File: config.mk
export PLATFORM = sky130hd
export DESIGN_NAME = soc_sram_arbiter_flat
export DESIGN_NICKNAME = d
export VERILOG_FILES = /design/src/rtl/soc_sram_arbiter_if.sv /design/src/rtl/soc_sram_arbiter.sv /design/src/flat_wrapper.sv
export SDC_FILE = /design/constraint.sdc
export NUM_CORES = 1
export LEC_CHECK = 0
export ABC_AREA = 1
export CORE_MARGIN = 5
export CORE_UTILIZATION = 25
export DETAILED_ROUTE_END_ITERATION = 7
export MAX_ROUTING_LAYER = met4
export PLACE_DENSITY_LB_ADDON = 0.08
export SYNTH_ARGS = -nofsm -noshare
export SYNTH_HDL_FRONTEND = slang
export SYNTH_SLANG_ARGS = --single-unit
File: constraint.sdc
create_clock -name clk -period 1.67 [get_ports clk]
set_input_delay 0.167 -clock clk [delete_from_list [all_inputs] [get_ports clk]]
set_output_delay 0.167 -clock clk [all_outputs]
set_load 0.01 [all_outputs]
File: src/rtl/soc_sram_arbiter_if.sv
// Bus bundle between the SERV instruction/data buses, the SRAM arbiter and the SRAM macro.
// The arbiter takes the slave modport; the bus masters and the SRAM model take the master modport.
interface soc_sram_arbiter_if #(
  parameter int AW = 10
);
  logic [31:0]   i_ibus_adr;
  logic          i_ibus_cyc;
  logic [31:0]   o_ibus_rdt;
  logic          o_ibus_ack;

  logic [31:0]   i_dbus_adr;
  logic [31:0]   i_dbus_dat;
  logic [3:0]    i_dbus_sel;
  logic          i_dbus_we;
  logic          i_dbus_cyc;
  logic [31:0]   o_dbus_rdt;
  logic          o_dbus_ack;

  logic [AW-1:0] o_sram_addr;
  logic [31:0]   o_sram_wdata;
  logic [3:0]    o_sram_sel;
  logic          o_sram_we;
  logic          o_sram_cs;
  logic [31:0]   i_sram_rdata;
  logic          i_sram_ack;

  logic          o_timeout;

  modport slave (
    input  i_ibus_adr, i_ibus_cyc,
    output o_ibus_rdt, o_ibus_ack,
    input  i_dbus_adr, i_dbus_dat, i_dbus_sel, i_dbus_we, i_dbus_cyc,
    output o_dbus_rdt, o_dbus_ack,
    output o_sram_addr, o_sram_wdata, o_sram_sel, o_sram_we, o_sram_cs,
    input  i_sram_rdata, i_sram_ack,
    output o_timeout
  );

  modport master (
    output i_ibus_adr, i_ibus_cyc,
    input  o_ibus_rdt, o_ibus_ack,
    output i_dbus_adr, i_dbus_dat, i_dbus_sel, i_dbus_we, i_dbus_cyc,
    input  o_dbus_rdt, o_dbus_ack,
    input  o_sram_addr, o_sram_wdata, o_sram_sel, o_sram_we, o_sram_cs,
    output i_sram_rdata, i_sram_ack,
    input  o_timeout
  );
endinterface

File: src/rtl/soc_sram_arbiter.sv
// Round-robin arbiter sharing one single-port SRAM between the SERV ibus and dbus,
// with registered SRAM-side outputs and a per-transaction timeout watchdog.
//
// state | meaning
// IDLE  | no access in flight; grant decided here, SRAM outputs loaded on exit
// GNT_I | ibus owns the SRAM, waiting for i_sram_ack or timeout
// GNT_D | dbus owns the SRAM, waiting for i_sram_ack or timeout
module soc_sram_arbiter #(
  parameter int          AW       = 10,
  parameter int          TIMEOUT  = 64,
  parameter logic [31:0] ERR_DATA = 32'hDEADBEEF
) (
  input  logic             clk,
  input  logic             i_rst_n,
  soc_sram_arbiter_if.slave bus
);
  localparam int             TW       = $clog2(TIMEOUT);
  localparam logic [TW-1:0]  TMO_LAST = TW'(TIMEOUT - 1);

  typedef enum logic [1:0] {IDLE, GNT_I, GNT_D} state_t;

  state_t        state, state_nxt;
  logic          last_gnt_d;
  logic [TW-1:0] timer;

  logic          cur_cyc;
  logic          tmo_hit;
  logic          fin;
  logic          abort;
  logic [31:0]   ack_rdt;

  logic          unused_adr_bits;
  assign unused_adr_bits = ^{bus.i_ibus_adr[31:AW+2], bus.i_ibus_adr[1:0],
                             bus.i_dbus_adr[31:AW+2], bus.i_dbus_adr[1:0]};

  always_comb begin
    state_nxt       = state;
    cur_cyc         = 1'b0;
    tmo_hit         = (timer == TMO_LAST);
    fin             = 1'b0;
    abort           = 1'b0;
    ack_rdt         = bus.i_sram_ack ? bus.i_sram_rdata : ERR_DATA;
    bus.o_ibus_ack  = 1'b0;
    bus.o_ibus_rdt  = 32'h0;
    bus.o_dbus_ack  = 1'b0;
    bus.o_dbus_rdt  = 32'h0;
    bus.o_timeout   = 1'b0;

    case (state)
      IDLE: begin
        if (bus.i_ibus_cyc && (!bus.i_dbus_cyc || last_gnt_d))
          state_nxt = GNT_I;
        else if (bus.i_dbus_cyc)
          state_nxt = GNT_D;
      end
      GNT_I: cur_cyc = bus.i_ibus_cyc;
      GNT_D: cur_cyc = bus.i_dbus_cyc;
      default: state_nxt = IDLE;
    endcase

    if (state != IDLE) begin
      // a master dropping cyc mid-access gets no ack, even if the SRAM answers now
      fin   = cur_cyc && (bus.i_sram_ack || tmo_hit);
      abort = !cur_cyc;
      if (fin || abort)
        state_nxt = IDLE;
      bus.o_timeout = fin && !bus.i_sram_ack;
    end

    if (fin && state == GNT_I) begin
      bus.o_ibus_ack = 1'b1;
      bus.o_ibus_rdt = ack_rdt;
    end
    if (fin && state == GNT_D) begin
      bus.o_dbus_ack = 1'b1;
      bus.o_dbus_rdt = ack_rdt;
    end
  end

  always_ff @(posedge clk or negedge i_rst_n) begin
    if (!i_rst_n) begin
      state      <= IDLE;
      last_gnt_d <= 1'b1;
      timer      <= '0;
    end else begin
      state <= state_nxt;
      if (fin)
        last_gnt_d <= (state == GNT_D);
      if (state != IDLE && state_nxt != IDLE)
        timer <= timer + 1'b1;
      else
        timer <= '0;
    end
  end

  always_ff @(posedge clk or negedge i_rst_n) begin
    if (!i_rst_n) begin
      bus.o_sram_addr  <= '0;
      bus.o_sram_wdata <= '0;
      bus.o_sram_sel   <= '0;
      bus.o_sram_we    <= 1'b0;
      bus.o_sram_cs    <= 1'b0;
    end else if (state == IDLE && state_nxt == GNT_I) begin
      bus.o_sram_addr  <= bus.i_ibus_adr[AW+1:2];
      bus.o_sram_wdata <= '0;
      bus.o_sram_sel   <= 4'hF;
      bus.o_sram_we    <= 1'b0;
      bus.o_sram_cs    <= 1'b1;
    end else if (state == IDLE && state_nxt == GNT_D) begin
      bus.o_sram_addr  <= bus.i_dbus_adr[AW+1:2];
      bus.o_sram_wdata <= bus.i_dbus_dat;
      bus.o_sram_sel   <= bus.i_dbus_sel;
      bus.o_sram_we    <= bus.i_dbus_we;
      bus.o_sram_cs    <= 1'b1;
    end else if (state != IDLE && state_nxt == IDLE) begin
      bus.o_sram_we    <= 1'b0;
      bus.o_sram_cs    <= 1'b0;
    end
  end
endmodule

File: src/flat_wrapper.sv
// flat-port wrapper written by rule: the top's interface ports become plain ports
module soc_sram_arbiter_flat 
#(
  parameter int          AW       = 10,
  parameter int          TIMEOUT  = 64,
  parameter logic [31:0] ERR_DATA = 32'hDEADBEEF
)
  (clk, i_rst_n, bus_i_ibus_adr, bus_i_ibus_cyc, bus_o_ibus_rdt, bus_o_ibus_ack, bus_i_dbus_adr, bus_i_dbus_dat, bus_i_dbus_sel, bus_i_dbus_we, bus_i_dbus_cyc, bus_o_dbus_rdt, bus_o_dbus_ack, bus_o_sram_addr, bus_o_sram_wdata, bus_o_sram_sel, bus_o_sram_we, bus_o_sram_cs, bus_i_sram_rdata, bus_i_sram_ack, bus_o_timeout);
  soc_sram_arbiter_if #(.AW(AW)) bus_i ();
  input  logic clk;
  input  logic i_rst_n;
  input wire logic [$bits(bus_i.i_ibus_adr)-1:0] bus_i_ibus_adr;
  input wire logic [$bits(bus_i.i_ibus_cyc)-1:0] bus_i_ibus_cyc;
  output wire logic [$bits(bus_i.o_ibus_rdt)-1:0] bus_o_ibus_rdt;
  output wire logic [$bits(bus_i.o_ibus_ack)-1:0] bus_o_ibus_ack;
  input wire logic [$bits(bus_i.i_dbus_adr)-1:0] bus_i_dbus_adr;
  input wire logic [$bits(bus_i.i_dbus_dat)-1:0] bus_i_dbus_dat;
  input wire logic [$bits(bus_i.i_dbus_sel)-1:0] bus_i_dbus_sel;
  input wire logic [$bits(bus_i.i_dbus_we)-1:0] bus_i_dbus_we;
  input wire logic [$bits(bus_i.i_dbus_cyc)-1:0] bus_i_dbus_cyc;
  output wire logic [$bits(bus_i.o_dbus_rdt)-1:0] bus_o_dbus_rdt;
  output wire logic [$bits(bus_i.o_dbus_ack)-1:0] bus_o_dbus_ack;
  output wire logic [$bits(bus_i.o_sram_addr)-1:0] bus_o_sram_addr;
  output wire logic [$bits(bus_i.o_sram_wdata)-1:0] bus_o_sram_wdata;
  output wire logic [$bits(bus_i.o_sram_sel)-1:0] bus_o_sram_sel;
  output wire logic [$bits(bus_i.o_sram_we)-1:0] bus_o_sram_we;
  output wire logic [$bits(bus_i.o_sram_cs)-1:0] bus_o_sram_cs;
  input wire logic [$bits(bus_i.i_sram_rdata)-1:0] bus_i_sram_rdata;
  input wire logic [$bits(bus_i.i_sram_ack)-1:0] bus_i_sram_ack;
  output wire logic [$bits(bus_i.o_timeout)-1:0] bus_o_timeout;
  assign bus_i.i_ibus_adr = bus_i_ibus_adr;
  assign bus_i.i_ibus_cyc = bus_i_ibus_cyc;
  assign bus_o_ibus_rdt = bus_i.o_ibus_rdt;
  assign bus_o_ibus_ack = bus_i.o_ibus_ack;
  assign bus_i.i_dbus_adr = bus_i_dbus_adr;
  assign bus_i.i_dbus_dat = bus_i_dbus_dat;
  assign bus_i.i_dbus_sel = bus_i_dbus_sel;
  assign bus_i.i_dbus_we = bus_i_dbus_we;
  assign bus_i.i_dbus_cyc = bus_i_dbus_cyc;
  assign bus_o_dbus_rdt = bus_i.o_dbus_rdt;
  assign bus_o_dbus_ack = bus_i.o_dbus_ack;
  assign bus_o_sram_addr = bus_i.o_sram_addr;
  assign bus_o_sram_wdata = bus_i.o_sram_wdata;
  assign bus_o_sram_sel = bus_i.o_sram_sel;
  assign bus_o_sram_we = bus_i.o_sram_we;
  assign bus_o_sram_cs = bus_i.o_sram_cs;
  assign bus_i.i_sram_rdata = bus_i_sram_rdata;
  assign bus_i.i_sram_ack = bus_i_sram_ack;
  assign bus_o_timeout = bus_i.o_timeout;
  soc_sram_arbiter #(.AW(AW), .TIMEOUT(TIMEOUT), .ERR_DATA(ERR_DATA)) u_core (.clk(clk), .i_rst_n(i_rst_n), .bus(bus_i));
endmodule
# Word level (Yosys, flattened, before mapping)
# Index checks and enable logic that the tools add are counted.
[totals] ff_bits=57 word_cells=61
[classes] reduce_logical=22 addsub=1 n_mux=25 eq_ne=5
[op_table] op="$mux 32" count=5
[op_table] op="$mux 10" count=2
[op_table] op="$logic_and 1x1->1" count=9
[op_table] op="$mux 1" count=9
[op_table] op="$mux 2" count=4
[op_table] op="$mux 4" count=2
[op_table] op="$add 6x1->6 const B" count=1
[op_table] op="$eq 6x6->1 const B" count=1
[op_table] op="$mux 6" count=1
[op_table] op="$reduce_bool 2->1" count=3
[op_table] op="$eq 2x1->1 const B" count=2
[op_table] op="$eq 2x2->1 const B" count=2
[op_table] op="$logic_not 2->1" count=2
[op_table] op="$pmux 2 s2" count=1
[op_table] op="$logic_not 1->1" count=3
[op_table] op="$logic_or 1x1->1" count=3
[op_table] op="$reduce_bool 3->1" count=1
[op_table] op="$pmux 1 s2" count=1
[op_table] op="$reduce_or 2->1" count=1

# Longest topological paths before layout
[depth] word_depth=12 ltp_mapped=11

# Least setup slack after synthesis
# OpenSTA, ideal clock, no wires.
[synth_path] kind="register to output" start="register u_core.state[1]" end="output port bus_o_ibus_rdt[17]" slack_ns=-0.136 stages_incl_launch_ff=9 arrival_ns=1.639 required_time_ns=1.503 cell_sequence="dfrtp_1 -> inv_1 -> ha_1 -> inv_1 -> nand2_2 -> nor2_4 -> nand2_2 -> buf_2 -> nor3_1"
[synth_between] elab_chain_len=6 word_cells_on_any_way=8 cone_classes="eq/ne: 2; mux: 3; reduce/logical: 3"
[synth_rtl] item="start, declared" line="soc_sram_arbiter.sv:22" text="state_t state, state_nxt;"
[synth_rtl] item="start signal, assigned" line="soc_sram_arbiter.sv:86" text="state <= state_nxt;"
[synth_rtl] item="$eq 2x2->1 or $eq 2x1->1 (tied branches)" line="soc_sram_arbiter.sv:49, soc_sram_arbiter.sv:70"
[synth_rtl] item="$pmux 1 s2" line="soc_sram_arbiter.sv:49" text="case (state)"
[synth_rtl] item="$logic_and 1x1->1" line="soc_sram_arbiter.sv:63" text="fin = cur_cyc && (bus.i_sram_ack || tmo_hit);"
[synth_rtl] item="$mux 1" line="soc_sram_arbiter.sv:61" text="if (state != IDLE) begin"
[synth_rtl] item="$logic_and 1x1->1 *" line="soc_sram_arbiter.sv:70" text="if (fin && state == GNT_I) begin"
[synth_rtl] item="$mux 32 *" line="soc_sram_arbiter.sv:70"
[synth_rtl] item="end, declared" line="flat_wrapper.sv:14" text="output wire logic [$bits(bus_i.o_ibus_rdt)-1:0] bus_o_ibus_rdt;"
# Mark *: on every way between the ends. The rest lies on a longest branch, timed or not.

# Worst setup path after layout
[layout_path] start="register u_core.state[1]" end="output port bus_o_dbus_rdt[0]"
[layout_between] elab_chain_len=6 word_cells_on_any_way=8 cone_classes="eq/ne: 2; mux: 3; reduce/logical: 3"
[layout_rtl] item="$eq 2x2->1 or $eq 2x1->1 (tied branches)" line="soc_sram_arbiter.sv:49, soc_sram_arbiter.sv:74"
[layout_rtl] item="$pmux 1 s2" line="soc_sram_arbiter.sv:49"
[layout_rtl] item="$logic_and 1x1->1" line="soc_sram_arbiter.sv:63"
[layout_rtl] item="$mux 1" line="soc_sram_arbiter.sv:61"
[layout_rtl] item="$logic_and 1x1->1 *" line="soc_sram_arbiter.sv:74" text="if (fin && state == GNT_D) begin"
[layout_rtl] item="$mux 32 *" line="soc_sram_arbiter.sv:74"
[layout_rtl] item="end, declared" line="flat_wrapper.sv:21" text="output wire logic [$bits(bus_i.o_dbus_rdt)-1:0] bus_o_dbus_rdt;"
# Marks and branches as above.

==> out/results.txt <==
Die width: 121.5 um
Die span in y: 121.5 um
DRT Wirelength: 12760 um
H-tree depth: 3
Failing checks: setup timing
Max Cap Viol: 0
Via/cell ratio: 4.325
Final Wtd Congestion: 0.7461
Setup WS post-layout: -0.4996 ns
Startpoint Class: register
Slew HR: 0.6140
Fmax: 460.9 MHz
Routed length per instance: 14.75 um
Initial Util: 0.2566
Worst VDD drop: 0.7555 mV
Avg Synthesized Cell Area: 7.262 um2
Final Cycle Share: 1.299
Slowest stage cell, crit path: dfrtp_1
TritonCTS clock tree: done
FP Rows: 40
Iter 0 DRT Violations: 108
Clk Latency, worst-skew pair: 0.32 ns
Synthesized instance count: 428
Ant. Diodes: 0
# nets final: 834
Worst reg2reg path depth: 14
Share of the synthesized area in the top cell type: 0.4509
First-pass GRT wire length: 17920 um
I/O pins: 253
Leak: 3.482 nW
Setup slack, reg-to-reg: -0.15 ns
Fin crit period: 2.170 ns
Slew @ Worst Pin: 0.5790 ns
Post-DP Area: 0.005788 mm2
Reg-to-reg endpoint: u_core.bus.o_sram_addr[0]
Number of global-route vias before repair: 3632
Tot Pwr: 10.08 mW
# DRC: 0
Worst Path Class, Setup: reg2out
Clk sink count: 57
Remaining Overflow, GRT: 0
Core Region: 0.01211 mm2
DR vias: 3741
DRT antenna net count: 0
Reg-to-reg critical path startpoint: u_core.state[1]
YS warnings: 0
Worst path top cell family by delay: buffers and inverters
Register bit count reported by yosys: 57
Synth top cells by count: nand2_1 (166), inv_1 (65), dfrtp_1 (56), a21oi_1 (49), nand3_1 (22)
Synth Cell Area: 0.003108 mm2
Root buf cell: clkbuf_16
Setup tns final: -35.40 ns
# port buffers: 208
Crit-path cells: inv_2, buf_6, ha_4, nand2_4, nor2_4, nand2_4, clkbuf_16, a21oi_2, buf_2
Fin. max-slew vios: 0
Number of synthesized flops with an enable pin: 0
Sequential area share after synthesis: 0.4593
Worst path most repeated cell: nand2_4
Netlist cell types: 26
Worst clock skew: 0.004673 ns
Synthesis-to-finish area growth: 112.6%
RSZ-0062 raised after global routing: true
Slowest stage delay, CP: 0.40 ns
Worst-path clk slew: 0.05 ns
Hold WC Path Type: in2async
Net Count, Synth: 570
Synth Flop Type: dfrtp_1
Fraction of layout instances using a drive strength above 1: 0.3816
Largest net degree at the start of global routing: 49
Ys async rst share: 1.000
Final Hold Vio Count: 0
Req. time, crit path: 1.50 ns
Post-synth top area cell: dfrtp_1
Cell area power density: 1525 mW/mm2
Drt pass-1 iters: 4
Setup crit end kind: primary output
Final instance area: 0.006608 mm2
Hpwl dp: 8655 um
Total Routing Usage GR: 0.1557
Count leader, synth: nand2_1
Die area: 0.01476 mm2
Final setup vio count: 111
Worst-path fanout max: 6
CP Buf/Inv Count: 4
Top cells by area, synth: dfrtp_1 (45%), nand2_1 (20%), a21oi_1 (7.9%)
Critical path arrival: 2.00 ns
TritonCTS buffer count: 9
Fillcell total: 1152
Initial antenna violation count: 0
CTS max path bufs: 2
Status: finished with violations
==> cell families after synthesis <==
logic type	after synthesis	share of synthesized area
simple gates	221	0.2927
buf+inv	89	0.1300
flops	57	0.4593
compound gates	53	0.09058
xor+xnor	4	0.01127
fa+ha+maj	4	0.01610
==> per-stage QoR <==
step | hold slack, ns | cells | setup WS [ns] | util
after floorplan | -0.1286 | 428 | -0.01411 | -
after global placement | 0.2106 | 822 | -0.6108 | 0.4779
after detailed placement | 0.2115 | 822 | -0.6111 | 0.4779
after CTS | 0.3681 | 848 | -0.4877 | 0.5079
after global routing | 0.3864 | 865 | -0.6435 | 0.5456
final | 0.3800 | 865 | -0.4996 | 0.5456
==> power breakdown <==
part           switching [mW]  leakage [nW]  internal, mW
Clock                   0.627         0.162          1.38
Combinational            2.71          2.59          3.00
Sequential              0.346         0.726          2.02
Total                    3.68          3.48          6.40
==> worst reg2reg max path, cell delays in order, from the launching register on <==
cell and delay (ns):
dfrtp_1 0.40, inv_2 0.06, buf_6 0.12, ha_4 0.16, buf_6 0.12, nand2_4 0.06, inv_4 0.04, buf_6 0.10
nand2_2 0.06, nand3_2 0.08, nor2_4 0.18, clkbuf_16 0.19, nand2_4 0.05, nand3_2 0.05, nand2_1 0.06
==> area by class of cell <==
class                   instances  area (um2)  share of cell area
clock inverters                 5       77.57             0.01174
flip-flops and latches         57        1428              0.2161
clock buffers                  11       252.7             0.03825
well taps                     168       210.2             0.03181
multi-input cells             282        1809              0.2738
repair buffers                274        2565              0.3882
inverters                      68       265.3             0.04014
==> layer usage <==
| layer | part of all wire | GRT usage | vias to the layer above |
|---|---|---|---|
| met3 | 0.073 | 0.03823 | 17 |
| met1 | 0.42 | 0.1885 | 1730 |
| met5 | 0 | - | - |
| li1 | - | - | 1837 |
| met2 | 0.49 | 0.2522 | 157 |
| met4 | 0.019 | 0.05742 | 0 |
==> cells in the final DEF (no fill, tap or decap), types with 2 or more instances in the layout <==
cell type / instances
nand2_1: 143
clkdlybuf4s50_1: 139
buf_2: 65
inv_1: 61
dfrtp_1: 56
a21oi_2: 37
buf_4: 35
nand2_4: 18
buf_6: 16
clkbuf_16: 15
nand3_2: 13
nor3_2: 12
nand2_2: 10
nand3_1: 9
a21oi_1: 9
buf_12: 8
nor2_2: 6
inv_2: 4
xor2_1: 3
nor3_1: 3
a21oi_4: 3
nor2_1: 2
o21ai_0: 2
nor2_4: 2
ha_4: 2
ha_2: 2
clkbuf_8: 2
bufinv_16: 2
clkinv_2: 2
buf_16: 2
buf_8: 2
==> worst max-delay path by stage <==
stage / from / to / slack [ns] / cells after the start
finish: u_core.state[1] / bus_o_dbus_rdt[0] / -0.50 / 9
global route: u_core.state[1] / bus_o_dbus_rdt[13] / -0.64 / 10
CTS: u_core.timer[0] / bus_o_dbus_rdt[7] / -0.49 / 9
detailed placement: u_core.state[1] / bus_o_ibus_rdt[6] / -0.61 / 10
global placement: bus_i_ibus_cyc / bus_o_ibus_rdt[6] / -0.61 / 9
floorplan: u_core.state[1] / bus_o_ibus_rdt[17] / -0.01 / 7
==> state kept, by name, indices dropped and copies added, names as in the netlist <==
register / flops
u_core.state: 2
u_core.bus.o_sram_addr: 10
u_core.bus.o_sram_wdata: 32
u_core.bus.o_sram_cs: 1
u_core.bus.o_sram_we: 1
u_core.last_gnt_d: 1
u_core.timer: 6
u_core.bus.o_sram_sel: 4
==> what timing repair did <==
action	4_1_cts	5_1_grt
buffers inserted	8	10
hold buffers	1	0
hold endpoints to repair	18	0
gates cloned	2	8
pin swaps	3	36
gates resized for setup	269	114
setup endpoints to repair	115	116
Power figures use the tool's default switching activity.
